File: src/rtl/updown_mod_counter.sv
// updown_mod_counter
//   Up/down counter over the range 0..modulus, with a synchronous clamped
//   load, wrap or saturate behaviour at the boundary, and a one-cycle
//   terminal-count pulse.
//
// Parameters
//   WIDTH    counter width in bits (1..32)
//   RST_VAL  value of out while reset is asserted (< 2^WIDTH)
//
// Ports
//   clk       single rising-edge clock
//   rst       asynchronous active-low reset
//   en        count enable
//   up        direction: 1=up, 0=down
//   load      synchronous load strobe; takes priority over counting
//   load_val  value to load; clamped to modulus
//   modulus   inclusive upper limit of the count range
//   sat       0=wrap at the boundary, 1=saturate at the boundary
//   out       registered count
//   tc        registered terminal-count pulse
//   limit     combinational boundary flag for the current direction
module updown_mod_counter #(
  parameter int unsigned WIDTH   = 4,
  parameter int unsigned RST_VAL = 0
) (
  input  logic             clk,
  input  logic             rst,
  input  logic             en,
  input  logic             up,
  input  logic             load,
  input  logic [WIDTH-1:0] load_val,
  input  logic [WIDTH-1:0] modulus,
  input  logic             sat,
  output logic [WIDTH-1:0] out,
  output logic             tc,
  output logic             limit
);

  localparam logic [WIDTH-1:0] RST_CNT = WIDTH'(RST_VAL);

  logic [WIDTH-1:0] cnt_nxt;
  logic             tc_nxt;
  logic             at_top;   // out at or above modulus
  logic             at_zero;

  assign at_top  = (out >= modulus);
  assign at_zero = (out == '0);
  assign limit   = up ? at_top : at_zero;

  // Next-state selection. Every arithmetic step is guarded by a range
  // comparison, so +1 never runs past modulus and -1 never runs below 0.
  always_comb begin
    cnt_nxt = out;
    tc_nxt  = 1'b0;
    if (load) begin
      cnt_nxt = (load_val > modulus) ? modulus : load_val;
    end else if (en) begin
      if (up) begin
        if (!at_top) begin
          cnt_nxt = out + 1'b1;
          // In saturate mode the pulse marks arrival at the top, not the
          // cycles spent sitting there.
          tc_nxt  = sat && ((out + 1'b1) == modulus);
        end else if (sat) begin
          // Also pulls an out-of-range count back down to modulus.
          cnt_nxt = modulus;
        end else begin
          cnt_nxt = '0;
          tc_nxt  = 1'b1;
        end
      end else begin
        if (at_zero) begin
          // Saturate holds at 0 with tc low; wrap jumps to the top.
          cnt_nxt = sat ? '0 : modulus;
          tc_nxt  = !sat;
        end else if (out > modulus) begin
          // Modulus was lowered beneath the count: re-enter the range.
          cnt_nxt = modulus;
        end else begin
          cnt_nxt = out - 1'b1;
          tc_nxt  = sat && (out == {{(WIDTH-1){1'b0}}, 1'b1});
        end
      end
    end
  end

  always_ff @(posedge clk or negedge rst) begin
    if (!rst) begin
      out <= RST_CNT;
      tc  <= 1'b0;
    end else begin
      out <= cnt_nxt;
      tc  <= tc_nxt;
    end
  end

endmodule
File: config.mk
export PLATFORM = sky130hd
export DESIGN_NAME = updown_mod_counter
export DESIGN_NICKNAME = d
export VERILOG_FILES = /design/src/rtl/updown_mod_counter.sv
export SDC_FILE = /design/constraint.sdc
export NUM_CORES = 1
export LEC_CHECK = 0
export CORE_MARGIN = 2
export CORE_UTILIZATION = 35
export DETAILED_ROUTE_END_ITERATION = 10
export HOLD_SLACK_MARGIN = 0.08
export PLACE_DENSITY = 0.66
export SETUP_SLACK_MARGIN = 0.1
export SLEW_MARGIN = 30
export SYNTH_ARGS = -nofsm -noshare
export SYNTH_HDL_FRONTEND = slang
export SYNTH_SLANG_ARGS = --single-unit
File: constraint.sdc
create_clock -name clk -period 2.8 [get_ports clk]
set_input_delay 0.84 -clock clk [delete_from_list [all_inputs] [get_ports clk]]
set_output_delay 0.84 -clock clk [all_outputs]
set_load 0.01 [all_outputs]
# After elaboration in Yosys (flattened, before gate mapping)
# Cells that the tools add are included.
# W data, S select, Z words.
[word_totals]
register_bits = 5
latch_bits = 0
ramBits = 0
romBits = 0
in_bits = 14
output_inout_bits = 6
word_cells = 31
n_memories = 0
[op_classes]
addsub = 2
n_mul = 0
n_div = 0
order_cmp = 3
n_eq_ne = 2
n_shift = 0
muxes = 17
n_bitwise = 0
reduce_logical = 5
[ops]
columns = ["cell", "count"]
rows = [
  ["$mux W4", 9],
  ["$gt A4 B4 Y1", 2],
  ["$mux W1", 8],
  ["$add A4 B1 Y4 const B", 1],
  ["$eq A4 B1 Y1 const B", 1],
  ["$eq A4 B4 Y1", 1],
  ["$ge A4 B4 Y1", 1],
  ["$logic_not A4 Y1", 1],
  ["$sub A4 B1 Y4 const B", 1],
  ["$logic_and A1 B1 Y1", 2],
  ["$reduce_bool A2 Y1", 1],
  ["$logic_not A1 Y1", 1],
]

# Logic depth before layout (Yosys ltp)
# Gate-level depths: netlist (run 1).
[logic_depth]
depth_word = 7
depth_mapped = 8
depth_no_buf = 8

# Worst setup path before layout (run 1)
# No wires, ideal clock.
[synth_path]
path_type = "input to output"
startpoint = "input port modulus[2]"
endpoint = "output port limit"
arrival_time_ps = 1839
t_required_ps = 1960
path_slack_ps = 121
cell_stages = 6
path_buffers = 0
cell_sequence = "inv_1 -> ha_1 -> nand4_1 -> nand2_1 -> nor2_4 -> a21oi_1"
[synth_between]
elab_chain_len = 2
[synth_lines]
columns = ["item", "line_no", "source"]
rows = [
  ["start: declaration", "32", "input logic [WIDTH-1:0] modulus,"],
  ["$ge A4 B4 Y1", "46", "assign at_top = (out >= modulus);"],
  ["$mux W1", "48", "assign limit = up ? at_top : at_zero;"],
  ["end: declaration", "36", "output logic limit"],
]
# No other way between the ends.

# Worst setup path in the final report (run 1)
[layout_path]
startpoint = "input port modulus[1]"
endpoint = "output port limit"
# Same word-level chain as after synthesis.

==> qor.csv, run 1 <==
metric,value,unit
clk_path_buf_depth,2,
drt_iter0_drc,13,
clock_latency,0.24,ns
dpl_cell_area,0.001187,mm^2
r2r_slack,0.76,ns
multiInputGateArea,713.2,um^2
maxCapViolCount,0,
reg2regPathDepth,8,
grt_max_degree,11,
synth_cell_types,37,
netlist_instances,100,
clock_skew,0.001560,ns
antenna_found_initial,0,
initial_core_util,37.10,%
rsz0062_at_grt,yes,
syn-num-nets,125,
die-area,0.002748,mm^2
path_clk_slew,0.04,ns
areaGrowthSynthToFinish,60.37,%
wl_per_cell,14.10,um
finalCritPeriodShare,95.94,%
finalInstanceArea,0.001316,mm^2
row_count,17,
instances_no_fill,174,
status,completed,
synth_seq_cells,5,
port_buffers,19,
synth-compound-area-share,31.86,%
p_int,354.7,uW
vdd_drop_max,0.0003060,V
cts_hold_buf,0,
switchingPower,238.3,uW
worstReg2RegEnd,out[3],
hold_class,reg -> reg,
yosysWarnings,0,
crit_path_start_kind,input port,
drt-total-wl,2453,um
arrival,1.85,ns
synth_area_per_cell,8.208,um^2
die_x,52.43,um
tightest_slew,0.3437,ns
vias_per_cell,5.322,
cp_max_fo,2,
track_usage,20.27,%
r2r_start,out[1],
drv_slew,0,
setup_violations,0,
max-slew-margin-rel,77.01,%
p_leak,0.0005844,uW
p_clk_share,13.7,%
holdPathStages,4,
yosys.area_share.simple,18.75,%
power_density,450.5,mW/mm^2
synth_top_family_by_area,compound AO/OA/AOI/OAI gates,
critical_path_class,in -> out,
cp.required,1.96,ns
grt_overflow,0,
cts_sinks,5,
fin_nets,172,
dp.cells,164,
timing.fmax,372.2,MHz
num_io_pins,20,
grt_pass1_vias,942,
syn_area,820.8,um^2
hold_path.startpoint,out[0],
yosys.area_share.adder,16.77,%
seqCellArea,125.1,um^2
core,0.002212,mm^2
dp_hpwl,1956,um
cts_max_level,1,
synthXorXnorAreaFrac,6.402,%
cts_buffers,3,
tns,0,ns
seq_area_frac_synth,15.24,%
drive_gt1_share,36.30,%
antenna_left,0,
grt_pass1_wl,4084,um
fin_crit,2.686,ns
p_sw_share,40.19,%
utilization,59.50,%
fillers,214,
cts_root_buffer,clkbuf_4,
tritoncts,built,
power_frac_seq,16.5,%
critPathCaptureType,output port,
route.detailed.drc,0,
vias,926,
hold_viol_final,0,
fp.dieH,52.43,um
n_antenna_cell,0,
place.gp.congestion,0.8278,
pwr-share-comb,69.8,%
hold_end,out[0],
synthMuxAreaShare,4.878,%
drt-pass1-iter-count,4,
## routing by layer
layer / wire (um) / GRT usage (%) / up-vias / part of all wire, %
li1: - / - / 463 / -
met1: 1139 / 24.78 / 442 / 46
met2: 1232 / 37.29 / 21 / 50
met3: 82 / 2.000 / 0 / 3.3
met4: 0 / 5.128 / 0 / 0
met5: 0 / 0 / - / 0
## critical path, stage by stage
cell	delay (ns)
buf_6	0.10
inv_4	0.05
ha_4	0.19
nor2b_4	0.12
o211a_4	0.23
nor2_4	0.11
a21oi_2	0.06
buf_2	0.14
## cell type report
| class | instances | share of cell area (%) |
|---|---|---|
| well taps | 28 | 2.662 |
| inverters | 9 | 2.757 |
| multi-input cells | 82 | 54.18 |
| flip-flops and latches | 5 | 9.506 |
| repair buffers | 46 | 28.90 |
| clock buffers | 4 | 1.996 |
## synthesized netlist by cell type
cell	count	area, um^2
nand4b_1	1	8.760
ha_1	11	137.6
and3b_1	1	8.760
o31ai_1	2	15.01
o211ai_1	4	30.03
a31o_2	1	8.760
nor2_1	4	15.01
o21ai_0	3	15.01
o221a_1	1	11.26
a21oi_1	11	55.05
a221oi_2	1	15.01
o211a_1	1	10.01
o21ai_1	2	10.01
a311o_1	1	10.01
nor2_4	1	11.26
nor3_1	5	25.02
nand3_1	3	15.01
buf_2	1	5.000
xor2_1	2	17.52
nor2b_4	1	13.76
mux2i_1	4	40.04
inv_1	9	33.78
nor2b_1	2	12.51
and4b_1	1	10.01
a21oi_2	1	8.760
a21boi_1	2	15.01
o2111ai_1	1	8.760
clkbuf_1	3	11.26
nand2_1	4	15.01
o211a_4	1	17.52
dfrtp_1	5	125.1
o21a_1	1	7.510
nand2_2	1	6.260
xnor2_1	4	35.03
nand4_1	2	12.51
o21ai_4	1	16.27
a21o_1	1	7.510
## cell families (layout without fill, tap and decap cells)
group / after synthesis / after routing
AOI/OAI and AO/OA: 35 / 35
and+or+nand+nor: 26 / 26
buffers and inverters: 13 / 59
adders and majority gates: 11 / 11
xor gates and xnor gates: 6 / 6
DFF: 5 / 5
muxes: 4 / 4
## layout by cell type (no fill, tap or decap), types with 4 or more instances in the layout
master	Yosys	layout
buf_4	0	27
clkdlybuf4s50_1	0	14
a21oi_1	11	9
ha_1	11	7
inv_1	9	6
nor3_1	5	5
dfrtp_1	5	5
nor2_1	4	4
xnor2_1	4	4
o211ai_1	4	4
mux2i_1	4	4
ha_4	0	4
## flip-flops by register name, summed over array words and instances, names as in the netlist
| register | flops |
|---|---|
| out | 4 |
| tc | 1 |
## repair_timing
| item | CTS | global route |
|---|---|---|
| buffers inserted | 5 | 1 |
| resized for setup | 29 | 5 |
| setup endpoints to repair | 6 | 1 |
| pin swaps | 8 | 6 |
## stage by stage
step	power, uW	setup WS (ns)	hold slack (ns)
final	593.0	0.1136	0.8142
after global routing	641.8	0.07215	0.8272
after CTS	591.1	0.1015	0.8142
after detailed placement	472.8	-0.7615	0.8048
after global placement	468.4	-0.7346	0.8002
after floorplan	314.3	0.1207	0.5444
## worst max path at each step
stage          cells after the start  slack [ns]  startpoint  endpoint
6_report                           8        0.11  modulus[1]     limit
5_1_grt                            8        0.07  modulus[1]     limit
4_1_cts                            8        0.10  modulus[2]     limit
3_3_place_gp                       8       -0.73  modulus[1]     limit
2_1_floorplan                      6        0.12  modulus[2]     limit
3_5_place_dp                       8       -0.76  modulus[1]     limit
## power by group through the flow
stage	registers, uW	clock network [uW]	logic [uW]
6_report	97.9	81.5	414
5_1_grt	99.2	91.4	451
4_1_cts	98.1	87.4	406
3_5_place_dp	94.7	0	378
3_3_place_gp	94.7	0	374
2_1_floorplan	106	0	208
Note: power is estimated with default switching activity, not from simulation.
==> run 2: changes to the inputs <==
Settings changed: CAP_MARGIN set to 20.
Clock period 2.8 ns to 3.1 ns, I/O delays scaled along.
==> qor.csv, run 2 (synthesized netlist as in run 1, its figures left out) <==
metric,value,unit,change
r2r_slack,0.64,ns,-0.12 ns
num_io_pins,20,,unchanged
cts_buffers,3,,unchanged
reg2regPathDepth,12,,+4
final_common_cell,buf_4,,
crit_end,limit,,
dpl_worst_slack,-0.6447,ns,+0.1168 ns
finalCritPeriodShare,93.58,%,
power_density,423.8,mW/mm^2,-5.9%
areaGrowthSynthToFinish,58.08,%,
tightest_slew,0.3562,ns,+0.01247 ns
slowest_stage,ha_1,,
drt-pass1-iter-count,4,,unchanged
grt_pass1_wl,4098,um,+0.34%
timing.fmax,344.7,MHz,
cts_max_level,1,,unchanged
fin_nets,173,,+0.58%
largest_reg_flops,4,,unchanged
wl_per_cell,14.55,um,+3.2%
seqCellArea,125.1,um^2,unchanged
fin_crit,2.901,ns,
vdd_drop_max,0.0002835,V,-7.4%
critPathCaptureType,output port,,
drt_iter0_drc,20,,+7
cts_sinks,5,,unchanged
worstReg2RegEnd,out[3],,
grt_pass1_vias,943,,+0.11%
fp.dieH,52.43,um,unchanged
status,completed,,
maxCapViolCount,0,,unchanged
final_cell_mix,"28 x buf_4, 14 x clkdlybuf4s50_1, 8 x a21oi_1, 8 x ha_1, 6 x inv_1",,
route.detailed.drc,0,,unchanged
setup_ws,0.1991,ns,+0.08549 ns
grt_overflow,0,,unchanged
grt_max_degree,11,,unchanged
cp.required,2.17,ns,+0.21 ns
drt-total-wl,2547,um,+3.8%
arrival,1.97,ns,+0.12 ns
whs,0.8229,ns,+0.008725 ns
r2r_start,out[3],,
clock_latency,0.24,ns,about the same
tritoncts,built,,
max-slew-margin-rel,76.18,%,-0.83 points
p_leak,0.0005808,uW,-0.61%
die-area,0.002748,mm^2,unchanged
clock_skew,0.001320,ns,-0.0002403 ns
track_usage,20.69,%,+0.42 points
multiInputGateArea,696.9,um^2,-2.3%
worstPathCellList,clkdlybuf4s15_1 > ha_1 > nand4_1 > nand2_2 > nor2_4 > a21oi_2 > buf_2,,
n_antenna_cell,0,,unchanged
max_flop_register,out,,
core,0.002212,mm^2,unchanged
cts_root_buffer,clkbuf_4,,
crit_start,modulus[0],,
reg.largest.list,"out: 4 flops, tc: 1 flops",,
initial_core_util,37.10,%,unchanged
dpl_cell_area,0.001180,mm^2,-0.63%
critical_path_class,in -> out,,
die_x,52.43,um,unchanged
fillers,224,,+4.7%
path_clk_slew,0.04,ns,about the same
antenna_left,0,,unchanged
antenna_found_initial,0,,unchanged
hold_viol_final,0,,unchanged
drv_slew,0,,unchanged
row_count,17,,unchanged
power,549.9,uW,-7.3%
setup_violations,0,,unchanged
hold_class,reg -> reg,,
port_buffers,19,,unchanged
vias_per_cell,5.411,,+1.7%
finalInstanceArea,0.001297,mm^2,-1.4%
vias,947,,+2.3%
place.gp.congestion,0.8455,,+2.1%
tns,0,ns,unchanged
drive_gt1_share,36.05,%,-0.25 points
clk_path_buf_depth,2,,unchanged
cp_max_fo,2,,unchanged
cts_hold_buf,0,,unchanged
crit_path_max_incr_delay,0.31,ns,+0.08 ns
dp_hpwl,1921,um,-1.8%
rsz0062_at_grt,no,,
crit_path_start_kind,input port,,
-- run 2: cell count changes in the layout (fill, tap and decap cells not counted), sizes merged --
cell,before,now
clkdlybuf4s15,0,1
buf,32,30
clkbuf,4,6
-- run 2: layout make-up --
type / instances / share of cell area (%)
multi-input cells: 82 / 53.71
well taps: 28 / 2.700
inverters: 9 / 2.604
flip-flops and latches: 5 / 9.643
repair buffers: 47 / 29.32
clock buffers: 4 / 2.025
-- run 2: report_power, final --
| part | switching [uW] | internal, uW |
|---|---|---|
| Sequential | 13.4 | 76.2 |
| Clock | 23.6 | 48.5 |
| Combinational | 184 | 204 |
| Total | 221 | 329 |
-- run 2: stage by stage --
stage	std cells	utilization, %
after CTS	174	58.60
after floorplan	100	-
after global routing	175	58.65
after detailed placement	163	53.34
after global placement	163	53.34
final	175	58.65
-- run 2: worst min path at each step --
| stage | startpoint | endpoint | slack, ns | cells past startpoint |
|---|---|---|---|---|
| after floorplan | rst | out[0] | 0.63 | 0 |
| after global placement | out[2] | tc | 0.80 | 4 |
| after detailed placement | out[0] | out[0] | 0.81 | 4 |
| after CTS | out[0] | out[0] | 0.82 | 4 |
| after global routing | out[0] | out[0] | 0.89 | 3 |
| final | out[0] | out[0] | 0.82 | 4 |
-- run 2: per-layer routing --
layer / track usage, % / vias to the layer above / wire length, um
met5: 0 / - / 0
met4: 8.974 / 0 / 38
met3: 2.000 / 6 / 108
met2: 35.83 / 31 / 1261
met1: 25.69 / 446 / 1139
li1: - / 464 / -
-- run 2: worst max-delay path: cells and delay by family --
family,cells,cell delay (ns)
and+or+nand+nor,3,0.35
buffers and inverters,2,0.33
adders and majority gates,1,0.31
AOI/OAI and AO/OA,1,0.05
-- run 2: timing repair --
item	4_1_cts	5_1_grt
endpoints found under the setup margin	1	5
pin swaps	6	5
hold endpoints to repair	0	0
setup buffers	7	1
gates resized for setup	19	7
==> RTL edit 1: new RTL, settings of run 1 <==
Remove the register `tc`: a continuous assignment takes its place, so the output `tc` follows one clock earlier. Comments in the files are not updated.
--- a/src/rtl/updown_mod_counter.sv
+++ b/src/rtl/updown_mod_counter.sv
@@ -88,10 +88,10 @@
     if (!rst) begin
       out <= RST_CNT;
-      tc  <= 1'b0;
     end else begin
       out <= cnt_nxt;
-      tc  <= tc_nxt;
     end
   end
 
+  assign tc = tc_nxt;
+
 endmodule
Function: changed (a bounded check fails within 4 cycles, from zero or initial values and one cycle with rst low).
==> RTL edit 1 against run 1 <==
The run now ends with setup timing left; first-iteration DRC count rose to 3.3 times the old value; non-clock buffer count increased by 22; largest power group unchanged; power increased by 36%; wire length rose by 39%; clock power shrank 12%; synthesized area up 8.5%; final area increased by 23%; register-to-register slack lost 0.17 ns; setup slack worse by 0.42 ns; critical path type unchanged; highest routed layer is now met4; sequential cell count fell by 1; critical path depth is 2 higher; synthesized cell count up 11%.
==> RTL edit 1: results (changes against run 1) <==
Status = finished, violations left
Failing checks = setup timing
First-pass GRT wire length = 5250 um (+29%)
Post-synthesis mux area share = 1.12% (-3.8 points)
FF-to-FF Start = out[3]
Mapped Nets = 136 (+8.8%)
FF-to-FF End = out[1]
Hold Crit Start = out[1]
Layout cells sized above 1 = 44.1% (+7.8 points)
Crit path DAT = 2.27 ns (+0.42 ns)
Register area share after synthesis = 11.2% (-4.0 points)
Largest cells by area after synthesis = ha_1 15%, dfrtp_1 11%, a211oi_1 7.6%
Post-synthesis adder-cell area fraction = 15.4% (-1.3 points)
Slew @ Worst Pin = 0.378 ns (+0.0339 ns)
Crit path max-delay cell type = nor4_2
Avg WL per Cell = 16.3 um (+15%)
Distinct cells, synth = 43 (+16%)
Final setup viols = 2 (+2)
Reg2Reg Setup Slack = 0.59 ns (-0.17 ns)
GP Congestion = 1.05 (+27%)
Vias = 1,226 (+32%)
Leakage = 0.000726 uW (+24%)
Worst setup margin = -0.310 ns (-0.423 ns)
Worst VDD drop = 0.000270 V (-12%)
Post-DP HPWL = 2680 um (+37%)
Psw = 343 uW (+44%)
Post-Synth XOR/XNOR Area = 4.92% (-1.5 points)
Cts repair resizes = 31 (+6.9%)
Compound-cell area share of the yosys netlist = 36.2% (+4.4 points)
Post-route setup TNS = -0.593 ns (-0.593 ns)
Largest regs = out: 4 flops
-- RTL edit 1: changes by cell type after synthesis, moves of 3 or more --
cell      delta
mux2i_1      -3
a31oi_1      +3
a211oi_1     +9
a21oi_1      -7
nor4_1       +3
a221oi_1     +3
-- RTL edit 1: metrics by stage --
stage | worst slack, ns | cells | hold slack (ns) | area, um2 | total power [uW]
2_1_floorplan | -0.106 | 111 | 0.544 | 975 | 400
3_3_place_gp | -1.14 | 199 | 0.737 | 1500 | 650
3_5_place_dp | -1.18 | 199 | 0.740 | 1500 | 661
4_1_cts | -0.327 | 208 | 0.745 | 1590 | 776
5_1_grt | -0.372 | 209 | 0.772 | 1630 | 858
6_report | -0.310 | 209 | 0.739 | 1630 | 805
-- RTL edit 1: worst min-delay path by stage --
stage               cells after the start  slack (ns)     end
floorplan                               0        0.54  out[0]
global placement                        3        0.74  out[1]
detailed placement                      3        0.74  out[1]
CTS                                     3        0.74  out[1]
global route                            3        0.77  out[1]
finish                                  3        0.74  out[1]
-- RTL edit 1: layout make-up --
type	count	area (um2)	share of cell area, %
timing repair buffer	68	569	35.0
tap	30	37.5	2.31
multi-input combinational	94	847	52.1
inverter	10	48.8	3.00
clock buffer	3	22.5	1.39
sequential	4	100	6.16
-- RTL edit 1: kinds of logic after synthesis --
kind of cell | count (synthesis)
buffers and inverters | 13
AO/OA/AOI/OAI | 40
XOR/XNOR | 5
multiplexers | 1
flip-flops | 4
adder cells (fa/ha/maj) | 11
AND/OR/NAND/NOR | 37
-- RTL edit 1: metal layers --
metal | vias to the layer above | GRT usage (%) | wire (um)
li1 | 574 | - | -
met1 | 566 | 30.3 | 1390
met2 | 70 | 44.8 | 1680
met3 | 16 | 3.28 | 227
met4 | 0 | 11.3 | 109
met5 | - | 0 | 0
==> RTL edit 2: new RTL, config.mk and constraints of run 1 <==
Made on the original files. Put one more register stage on the output `out`, with the module's reset. The value now appears one clock later. The other outputs are not delayed to match. Comments in the files are not updated.
--- a/src/rtl/updown_mod_counter.sv
+++ b/src/rtl/updown_mod_counter.sv
@@ -39,4 +39,6 @@
   localparam logic [WIDTH-1:0] RST_CNT = WIDTH'(RST_VAL);
 
+  logic [WIDTH-1:0] out_s0;
+
   logic [WIDTH-1:0] cnt_nxt;
   logic             tc_nxt;
@@ -44,6 +46,6 @@
   logic             at_zero;
 
-  assign at_top  = (out >= modulus);
-  assign at_zero = (out == '0);
+  assign at_top  = (out_s0 >= modulus);
+  assign at_zero = (out_s0 == '0);
   assign limit   = up ? at_top : at_zero;
 
@@ -51,5 +53,5 @@
   // comparison, so +1 never runs past modulus and -1 never runs below 0.
   always_comb begin
-    cnt_nxt = out;
+    cnt_nxt = out_s0;
     tc_nxt  = 1'b0;
     if (load) begin
@@ -58,8 +60,8 @@
       if (up) begin
         if (!at_top) begin
-          cnt_nxt = out + 1'b1;
+          cnt_nxt = out_s0 + 1'b1;
           // In saturate mode the pulse marks arrival at the top, not the
           // cycles spent sitting there.
-          tc_nxt  = sat && ((out + 1'b1) == modulus);
+          tc_nxt  = sat && ((out_s0 + 1'b1) == modulus);
         end else if (sat) begin
           // Also pulls an out-of-range count back down to modulus.
@@ -74,10 +76,10 @@
           cnt_nxt = sat ? '0 : modulus;
           tc_nxt  = !sat;
-        end else if (out > modulus) begin
+        end else if (out_s0 > modulus) begin
           // Modulus was lowered beneath the count: re-enter the range.
           cnt_nxt = modulus;
         end else begin
-          cnt_nxt = out - 1'b1;
-          tc_nxt  = sat && (out == {{(WIDTH-1){1'b0}}, 1'b1});
+          cnt_nxt = out_s0 - 1'b1;
+          tc_nxt  = sat && (out_s0 == {{(WIDTH-1){1'b0}}, 1'b1});
         end
       end
@@ -87,11 +89,19 @@
   always_ff @(posedge clk or negedge rst) begin
     if (!rst) begin
-      out <= RST_CNT;
+      out_s0 <= RST_CNT;
       tc  <= 1'b0;
     end else begin
-      out <= cnt_nxt;
+      out_s0 <= cnt_nxt;
       tc  <= tc_nxt;
     end
   end
 
+  always_ff @(posedge clk or negedge rst) begin
+    if (!rst) begin
+      out <= '0;
+    end else begin
+      out <= out_s0;
+    end
+  end
+
 endmodule
Check against the original RTL: not equivalent (Yosys sat finds a counterexample within 4 cycles, from zero or initial values and one cycle with rst low).
==> RTL edit 2 against run 1 <==
Sequential power rose by 92%; final area rose by 11%; synthesized cell count is 17% higher; final cell count rose by 10%; sequential cell count rose by 4; setup slack worse by 0.041 ns; utilization is 5.2 points lower; power rose by 45%; synthesized area up 18%; hold slack got worse by 0.26 ns; wire length rose by 16%.
==> RTL edit 2: results (changes against run 1) <==
Status = finished, final reports clean
Psw = 345 uW (+45%)
CP Max Fanout = 2 (unchanged)
Number of DRC markers in iteration 0 = 23 (+10)
Placed cell count = 182 (+11%)
Distinct cells, synth = 43 (+16%)
Post-synthesis mux area share = 5.41% (+0.53 points)
Async set-reset flop share out of synthesis = 100% (unchanged)
Register area share after synthesis = 23.2% (+8.0 points)
Largest regs = out: 4 flops, out_s0: 4 flops, tc: 1 flops
Worst VDD drop = 0.000434 V (+42%)
Pin count of the biggest net entering global routing = 15 (+4)
Synth top cells by count = 11 x ha_1, 10 x nor2_1, 9 x dfrtp_1, 9 x nand2_1
Total Power = 859 uW (+45%)
FF-to-FF Start = out_s0[1]
CTS clk-pin slew, worst paths = 0.06 ns (+0.02 ns)
Worst clock skew = 0.000769 ns (-0.000791 ns)
R2R depth = 11 (+3)
Vias per cell = 5.57 (+4.7%)
Reg2Reg Setup Slack = 0.47 ns (-0.29 ns)
First-pass GRT wire length = 4770 um (+17%)
Layout cells sized above 1 = 31.7% (-4.6 points)
# nets final = 187 (+8.7%)
Post-DP HPWL = 2130 um (+9.0%)
Post-synthesis adder-cell area fraction = 14.2% (-2.6 points)
Fillers = 238 (+11%)
FF-to-FF End = out_s0[0]
GP Congestion = 0.926 (+12%)
Placed inst area = 0.00132 mm2 (+11%)
Final hold slack = 0.558 ns (-0.256 ns)
Gr usage total = 19.0% (-1.3 points)
Hold Crit Depth = 1 (-3)
Mapped Nets = 142 (+14%)
Max_slew headroom = 64.5% (-13 points)
Syn_area_per_cell = 8.30 um2 (+1.1%)
Reg power frac = 21.9% (+5.4 points)
Design area = 0.00146 mm2 (+11%)
Leakage = 0.000639 uW (+9.3%)
Pre-CTS WS = -0.801 ns (-0.0395 ns)
Compound-cell area share of the yosys netlist = 17.7% (-14 points)
Avg WL per Cell = 14.8 um (+5.3%)
Largest cells by area after synthesis = dfrtp_1 23%, ha_1 14%, nor2_1 3.9%
Hold Crit Start = out_s0[0]
Hold path endpoint = out[0]
Clock share of power = 11.1% (-2.6 points)
Vias = 1,070 (+16%)
RTL edit 2: cell types whose count changed in the layout (fill, tap and decap cells not counted), sizes merged, moves of 3 or more:
cell | before | now
nand2 | 5 | 9
a21oi | 12 | 7
nor2 | 5 | 10
nand4 | 2 | 5
o21ai | 6 | 3
and3 | 0 | 3
dfrtp | 5 | 9
RTL edit 2: kinds of logic (layout without fill, tap and decap cells):
group           after synthesis  in the layout
simple gates                 50             50
compound gates               24             24
buf+inv                      12             56
fa+ha+maj                    11             11
flops                         9              9
xor+xnor                      6              6
mux                           5              5
RTL edit 2: per-layer routing:
layer	vias to the layer above	GRT usage (%)	share of wire [%]
li1	525	-	-
met3	6	3.00	6.3
met2	40	30.9	50
met5	-	0	0
met4	0	9.18	2.1
met1	499	24.4	42
RTL edit 2: critical path, cell delays in order:
cell and delay, ns:
buf_8 0.10, inv_6 0.05, ha_4 0.19, nor2b_4 0.12, o211ai_2 0.16, and3_4 0.22, mux2i_2 0.06, buf_2 0.14
RTL edit 2: worst max path at each step:
stage,start,endpoint,slack [ns],cells past startpoint
2_1_floorplan,modulus[1],limit,0.11,7
3_3_place_gp,modulus[1],limit,-0.76,8
3_5_place_dp,modulus[1],limit,-0.80,8
4_1_cts,modulus[1],limit,0.07,8
5_1_grt,modulus[1],limit,0.02,8
6_report,modulus[1],limit,0.07,8
RTL edit 2: what timing repair did:
action                                  in CTS  in global routing
buffers inserted                             3                  3
gates cloned                                 0                  0
hold buffers                                 0                  0
pin swaps                                    7                  6
endpoints found under the setup margin       4                  3
resized for setup                           31                  6
RTL edit 2: final cells by class:
type | count | share of cell area (%)
Clock buffer | 4 | 1.80
Inverter | 7 | 2.15
Multi-Input combinational cell | 96 | 51.7
Sequential cell | 9 | 15.5
Tap cell | 31 | 2.66
Timing Repair Buffer | 45 | 26.3
